===== src/rtl/y86_writeback_stage_if.sv =====
// rtl/y86_writeback_stage_if.sv - memory-to-writeback pipeline bundle and register-file/forwarding taps
interface y86_writeback_stage_if;
  logic [2:0]  m_stat;
  logic [3:0]  m_icode;
  logic [63:0] m_valE;
  logic [63:0] m_valM;
  logic [3:0]  m_dstE;
  logic [3:0]  m_dstM;
  logic        w_stall;
  logic        w_bubble;

  logic [3:0]  registernumber1;
  logic [3:0]  registernumber2;
  logic [63:0] val_write1;
  logic [63:0] val_write2;
  logic        wrEn;
  logic [3:0]  W_dstE;
  logic [3:0]  W_dstM;
  logic [63:0] W_valE;
  logic [63:0] W_valM;
  logic [3:0]  W_icode;
  logic [2:0]  cpu_stat;
  logic        halted;

  modport master (
    output m_stat, m_icode, m_valE, m_valM, m_dstE, m_dstM, w_stall, w_bubble,
    input  registernumber1, registernumber2, val_write1, val_write2, wrEn,
           W_dstE, W_dstM, W_valE, W_valM, W_icode, cpu_stat, halted
  );

  modport slave (
    input  m_stat, m_icode, m_valE, m_valM, m_dstE, m_dstM, w_stall, w_bubble,
    output registernumber1, registernumber2, val_write1, val_write2, wrEn,
           W_dstE, W_dstM, W_valE, W_valM, W_icode, cpu_stat, halted
  );
endinterface


===== src/rtl/y86_writeback_stage.sv =====
// rtl/y86_writeback_stage.sv - Y86-64 W pipeline register, register-file write port and halt FSM
// Optional retired-instruction counter enabled by defining WB_RETIRE_COUNT_EN.
module y86_writeback_stage (
  input  logic                  clk,
  input  logic                  reset,
  y86_writeback_stage_if.slave  wb
`ifdef WB_RETIRE_COUNT_EN
  ,
  output logic [63:0]           retired
`endif
);

  localparam logic [2:0] STAT_BUB = 3'd0;
  localparam logic [2:0] STAT_AOK = 3'd1;
  localparam logic [2:0] STAT_HLT = 3'd2;
  localparam logic [2:0] STAT_ADR = 3'd3;
  localparam logic [2:0] STAT_INS = 3'd4;
  localparam logic [3:0] REG_NONE = 4'hF;
  localparam logic [3:0] I_NOP    = 4'h1;

  typedef enum logic {RUN, HALTED} state_t;

  state_t      state;
  logic [2:0]  halt_stat;
  logic [2:0]  w_stat;
  logic [3:0]  w_icode;
  logic [63:0] w_valE;
  logic [63:0] w_valM;
  logic [3:0]  w_dstE;
  logic [3:0]  w_dstM;

  logic w_advance;
  logic stop_now;
  logic write_en;
  logic same_dst;

  assign w_advance = (state == RUN) && !wb.w_stall;
  assign stop_now  = (state == RUN) &&
                     ((w_stat == STAT_HLT) || (w_stat == STAT_ADR) || (w_stat == STAT_INS));

  always_ff @(posedge clk or negedge reset) begin
    if (!reset) begin
      state     <= RUN;
      halt_stat <= STAT_AOK;
      w_stat    <= STAT_BUB;
      w_icode   <= I_NOP;
      w_valE    <= 64'd0;
      w_valM    <= 64'd0;
      w_dstE    <= REG_NONE;
      w_dstM    <= REG_NONE;
    end else begin
      if (w_advance) begin
        if (wb.w_bubble) begin
          w_stat  <= STAT_BUB;
          w_icode <= I_NOP;
          w_valE  <= 64'd0;
          w_valM  <= 64'd0;
          w_dstE  <= REG_NONE;
          w_dstM  <= REG_NONE;
        end else begin
          w_stat  <= wb.m_stat;
          w_icode <= wb.m_icode;
          w_valE  <= wb.m_valE;
          w_valM  <= wb.m_valM;
          w_dstE  <= wb.m_dstE;
          w_dstM  <= wb.m_dstM;
        end
      end
      // The faulting status is latched here because W may still take one more load on this edge.
      if (stop_now) begin
        state     <= HALTED;
        halt_stat <= w_stat;
      end
    end
  end

`ifdef WB_RETIRE_COUNT_EN
  always_ff @(posedge clk or negedge reset) begin
    if (!reset) begin
      retired <= 64'd0;
    end else if (w_advance && ((w_stat == STAT_AOK) || (w_stat == STAT_HLT))) begin
      retired <= retired + 64'd1;
    end
  end
`endif

  assign write_en = (state == RUN) && (w_stat == STAT_AOK) &&
                    ((w_dstE != REG_NONE) || (w_dstM != REG_NONE));
  // popq %rsp: both ports target the same register, the loaded value on the M port wins.
  assign same_dst = (w_dstE == w_dstM) && (w_dstE != REG_NONE);

  assign wb.wrEn            = write_en;
  assign wb.registernumber1 = same_dst ? REG_NONE : w_dstE;
  assign wb.registernumber2 = w_dstM;
  assign wb.val_write1      = w_valE;
  assign wb.val_write2      = w_valM;
  assign wb.W_dstE          = write_en ? w_dstE : REG_NONE;
  assign wb.W_dstM          = write_en ? w_dstM : REG_NONE;
  assign wb.W_valE          = w_valE;
  assign wb.W_valM          = w_valM;
  assign wb.W_icode         = w_icode;
  assign wb.halted          = (state == HALTED);
  assign wb.cpu_stat        = (state == HALTED) ? halt_stat :
                              ((w_stat == STAT_BUB) || (w_stat == STAT_AOK)) ? STAT_AOK : w_stat;

endmodule


===== src/flat_wrapper.sv =====
// flat-port wrapper written by rule: the top's interface ports become plain ports
module y86_writeback_stage_flat 
  (clk, reset, wb_m_stat, wb_m_icode, wb_m_valE, wb_m_valM, wb_m_dstE, wb_m_dstM, wb_w_stall, wb_w_bubble, wb_registernumber1, wb_registernumber2, wb_val_write1, wb_val_write2, wb_wrEn, wb_W_dstE, wb_W_dstM, wb_W_valE, wb_W_valM, wb_W_icode, wb_cpu_stat, wb_halted);
  y86_writeback_stage_if wb_i ();
  input  logic clk;
  input  logic reset;
  input wire logic [$bits(wb_i.m_stat)-1:0] wb_m_stat;
  input wire logic [$bits(wb_i.m_icode)-1:0] wb_m_icode;
  input wire logic [$bits(wb_i.m_valE)-1:0] wb_m_valE;
  input wire logic [$bits(wb_i.m_valM)-1:0] wb_m_valM;
  input wire logic [$bits(wb_i.m_dstE)-1:0] wb_m_dstE;
  input wire logic [$bits(wb_i.m_dstM)-1:0] wb_m_dstM;
  input wire logic [$bits(wb_i.w_stall)-1:0] wb_w_stall;
  input wire logic [$bits(wb_i.w_bubble)-1:0] wb_w_bubble;
  output wire logic [$bits(wb_i.registernumber1)-1:0] wb_registernumber1;
  output wire logic [$bits(wb_i.registernumber2)-1:0] wb_registernumber2;
  output wire logic [$bits(wb_i.val_write1)-1:0] wb_val_write1;
  output wire logic [$bits(wb_i.val_write2)-1:0] wb_val_write2;
  output wire logic [$bits(wb_i.wrEn)-1:0] wb_wrEn;
  output wire logic [$bits(wb_i.W_dstE)-1:0] wb_W_dstE;
  output wire logic [$bits(wb_i.W_dstM)-1:0] wb_W_dstM;
  output wire logic [$bits(wb_i.W_valE)-1:0] wb_W_valE;
  output wire logic [$bits(wb_i.W_valM)-1:0] wb_W_valM;
  output wire logic [$bits(wb_i.W_icode)-1:0] wb_W_icode;
  output wire logic [$bits(wb_i.cpu_stat)-1:0] wb_cpu_stat;
  output wire logic [$bits(wb_i.halted)-1:0] wb_halted;
  assign wb_i.m_stat = wb_m_stat;
  assign wb_i.m_icode = wb_m_icode;
  assign wb_i.m_valE = wb_m_valE;
  assign wb_i.m_valM = wb_m_valM;
  assign wb_i.m_dstE = wb_m_dstE;
  assign wb_i.m_dstM = wb_m_dstM;
  assign wb_i.w_stall = wb_w_stall;
  assign wb_i.w_bubble = wb_w_bubble;
  assign wb_registernumber1 = wb_i.registernumber1;
  assign wb_registernumber2 = wb_i.registernumber2;
  assign wb_val_write1 = wb_i.val_write1;
  assign wb_val_write2 = wb_i.val_write2;
  assign wb_wrEn = wb_i.wrEn;
  assign wb_W_dstE = wb_i.W_dstE;
  assign wb_W_dstM = wb_i.W_dstM;
  assign wb_W_valE = wb_i.W_valE;
  assign wb_W_valM = wb_i.W_valM;
  assign wb_W_icode = wb_i.W_icode;
  assign wb_cpu_stat = wb_i.cpu_stat;
  assign wb_halted = wb_i.halted;
  y86_writeback_stage u_core (.clk(clk), .reset(reset), .wb(wb_i));
endmodule

===== config.mk =====
export PLATFORM = sky130hd
export DESIGN_NAME = y86_writeback_stage_flat
export DESIGN_NICKNAME = d
export VERILOG_FILES = /design/src/rtl/y86_writeback_stage_if.sv /design/src/rtl/y86_writeback_stage.sv /design/src/flat_wrapper.sv
export SDC_FILE = /design/constraint.sdc
export NUM_CORES = 1
export LEC_CHECK = 0
export CORE_AREA = 2 2 166 168
export CTS_BUF_LIST = sky130_fd_sc_hd__clkbuf_2 sky130_fd_sc_hd__clkbuf_4 sky130_fd_sc_hd__clkbuf_8
export DETAILED_ROUTE_END_ITERATION = 6
export DIE_AREA = 0 0 168 170
export SKIP_LAST_GASP = 1
export SYNTH_ARGS = -nofsm -noshare
export SYNTH_HDL_FRONTEND = slang
export SYNTH_SLANG_ARGS = --single-unit
export TNS_END_PERCENT = 1

===== constraint.sdc =====
create_clock -name clk -period 3.8 [get_ports clk]
set_input_delay 0.57 -clock clk [delete_from_list [all_inputs] [get_ports clk]]
set_output_delay 0.57 -clock clk [all_outputs]
set_load 0.1 [all_outputs]

==> results_tabular.tex <==
\begin{tabular}{lr}
\hline
Metric & Value \\
\hline
\multicolumn{2}{l}{\textbf{Outcome}} \\
Status & finished clean \\
\multicolumn{2}{l}{\textbf{Layout}} \\
Layout overhead on the synthesized area & 53.35\% \\
Net total in the final layout & 1222 \\
Most frequent standard cell in the layout excluding fill and tap cells & sky130\_fd\_sc\_hd\_\_clkdlybuf4s50\_1 \\
Post-Layout Inst Area & between 10000 and 15000 µm² \\
Highest-count cells in the layout ignoring fill and taps & sky130\_fd\_sc\_hd\_\_clkdlybuf4s50\_1 (412), sky130\_fd\_sc\_hd\_\_nand2\_1 (145), sky130\_fd\_sc\_hd\_\_o21ai\_1 (143) \\
Fraction of final layout cells sized beyond drive strength 1 & 6.158\% \\
\multicolumn{2}{l}{\textbf{Timing}} \\
Slew of the pin with the lowest slew margin & 1039 ps \\
Final Cycle Share & 79.04\% \\
PnR worst setup slack & 796.7 ps \\
Fmax achieved & 333.0 MHz \\
Number of setup violations in the final report & 0 \\
Final hold slack & 147.3 ps \\
Setup Skew & 15.96 ps \\
Final hold violation count & 0 \\
Final-layout setup total negative slack & 0 ps \\
Setup repair after global routing missed its margin & no \\
Final Max Tran Viols & 0 \\
Worst slew margin & 30.55\% \\
Minimum period implied by the final worst setup slack & 3003 ps \\
\multicolumn{2}{l}{\textbf{Route}} \\
Aggregate routed wire length & 22240 µm \\
Drt first-iter violations & 370 \\
Routed via count divided by cell count & roughly 4.1 \\
Routed length per placed instance & 15.55 µm \\
Via count & 5933 \\
Number of nets with antenna violations after detailed routing & 0 \\
Number of DRC violations after detailed routing & 0 \\
Router iterations before antenna repair & 4 \\
\multicolumn{2}{l}{\textbf{Clock tree}} \\
Number of buffers inserted to repair setup after CTS & 0 \\
Clock Tree Root & sky130\_fd\_sc\_hd\_\_clkbuf\_8 \\
Resize count post-CTS & 0 \\
Number of buffers inserted during clock tree synthesis & 17 \\
Clock tree buffer depth & 2 \\
TritonCTS clock tree & done \\
Count of hold buffers inserted by post-cts repair & 0 \\
Worst skew pair latency & 430 ps \\
Clock Pin Slew Worst Setup and Hold Paths & 90 ps \\
Clock net sink count & around 150 \\
CTS H-tree lvls & 4 \\
\multicolumn{2}{l}{\textbf{Die}} \\
Core box area & 26650 µm² \\
Height of the die & 170 µm \\
Starting density of the core & between 20\% and 30\% \\
Site Rows & 60 \\
I/O pin count & 428 \\
Die outline area & 28560 µm² \\
Width of the chip & 168 µm \\
\multicolumn{2}{l}{\textbf{GRT}} \\
Initial antenna violation count & 2 \\
Global-route wire length before repair & 34430 µm \\
All-Layer GR Usage & between 10\% and 20\% \\
Overall overflow remaining after global route & 0 \\
Maximum number of pins on one net before global-route repair & 123 \\
Vias in the first global route & 5956 \\
\multicolumn{2}{l}{\textbf{Worst setup path}} \\
Type of the setup path with the least slack & flop to primary output \\
Peak per-stage delay on the critical path & 1160 ps \\
Highest-delay cell along the critical path & sky130\_fd\_sc\_hd\_\_clkdlybuf4s50\_1 \\
Critical-path cell list & inv\_1 > a211oi\_1 > a21oi\_1 > clkdlybuf4s50\_1 \\
Critical path data arrival time & 2430 ps \\
Crit path buffers/inverters & 2 \\
Endpoint kind of the worst setup timing path & primary output \\
Worst-path fanout max & 7 \\
Element type at the critical path start & flop \\
Crit path max-delay family & buffers and inverters \\
Required time reported for the critical path endpoint & 3230 ps \\
\multicolumn{2}{l}{\textbf{Placement}} \\
Buffers on Ports & 427 \\
Half-perimeter wire length after detailed placement & 16340 µm \\
Placer Congestion & 0.7888 \\
Area post-placement & about 11000 µm² \\
Worst setup slack before clock tree synthesis & 1272 ps \\
\multicolumn{2}{l}{\textbf{Synth}} \\
Total number of yosys warnings & 0 \\
Portion of the post-synthesis area used by sequential elements & 50.08\% \\
Cell variety after synth & 27 \\
Synthesized Nets & 945 \\
Total of flip-flops plus latches after synthesis & 147 \\
Synthesized area & 7371 µm² \\
Number of cells produced by synthesis & roughly 800 \\
Synthesized area per cell & 9.237 µm² \\
\multicolumn{2}{l}{\textbf{Run}} \\
Max capacitance violation total & 0 \\
\multicolumn{2}{l}{\textbf{Worst hold path}} \\
Class of the tightest hold or removal check & primary input to async pin \\
\hline
\end{tabular}
[logic make-up after synthesis]
logic type,count (synthesis),share of synthesized area [%]
xor+xnor,4,0.4754
simple gates,305,20.56
flops,147,50.08
buf+inv,181,17.55
compound gates,161,11.34
[registers in the layout, indices dropped and copies added, names as in the netlist]
signal and cells:
u_core.wb.W_valE 64, u_core.wb.W_icode 4, u_core.w_dstE 4, u_core.halt_stat 3
u_core.wb.registernumber2 4, u_core.w_stat 3, u_core.wb.halted 1, u_core.wb.W_valM 64
[metrics by stage]
stage / std cells / utilization (%)
detailed placement: 1397 / 40.85
global placement: 1397 / 40.85
global route: 1429 / 42.40
floorplan: 798 / -
CTS: 1429 / 42.40
finish: 1430 / 42.41
[cell type report]
cell class	instances	area, µm²
clock inverters	12	156.4
flip-flops and latches	147	3691
multi-input cells	470	2389
diodes	1	2.502
fillers	2631	15350
clock buffers	20	256.5
inverters	3	11.26
well taps	341	426.7
repair buffers	436	4370
[synth_stat cells, drive strengths merged]
master / instances / area (µm²)
or2: 1 / 6.260
o22ai: 1 / 6.260
dfrtp: 137 / 3428
inv: 3 / 11.26
nand2b: 142 / 888.4
o31ai: 1 / 7.510
o21bai: 3 / 22.52
buf: 150 / 1177
a41o: 1 / 10.01
o21a: 1 / 7.510
dfstp: 10 / 262.8
xor2: 1 / 8.760
nand4: 4 / 25.02
xnor2: 3 / 26.28
o22a: 1 / 8.760
and3: 1 / 6.260
nand2: 145 / 544.3
clkbuf: 28 / 105.1
a21oi: 3 / 15.01
a211oi: 1 / 7.510
nor2: 12 / 45.04
o21ai: 147 / 735.7
a22oi: 1 / 7.510
a21boi: 1 / 7.510
[worst paths after layout]
kind / from / end / slack [ps] / cells past startpoint
max: u_core.w_stat[2]$_DFFE_PN0P_ / wb_cpu_stat[0] / 800 / 4
min: reset / u_core.wb.halted$_DFFE_PN0P_ / 150 / 1
max reg2reg: u_core.wb.halted$_DFFE_PN0P_ / u_core.wb.W_valM[37]$_DFFE_PN0P_ / 1970 / 4
min reg2reg: u_core.wb.W_icode[0]$_DFFE_PN1P_ / u_core.wb.W_icode[0]$_DFFE_PN1P_ / 470 / 2
max in group asynchronous: reset / u_core.wb.W_valE[49]$_DFFE_PN0P_ / 2850 / 2
min in group clk: u_core.wb.W_icode[0]$_DFFE_PN1P_ / u_core.wb.W_icode[0]$_DFFE_PN1P_ / 470 / 2
[per-layer routing]
layer / GRT usage, % / wire length (µm) / vias to the layer above
met5: 0 / 12 / -
met3: 3.581 / 1290 / 14
met4: 4.045 / 263 / 2
met1: 19.35 / 9379 / 2717
met2: 26.99 / 11300 / 224
li1: - / - / 2976
Power is not shown: default switching activity piles up to over one toggle a cycle in this logic, so the estimate is an artifact.
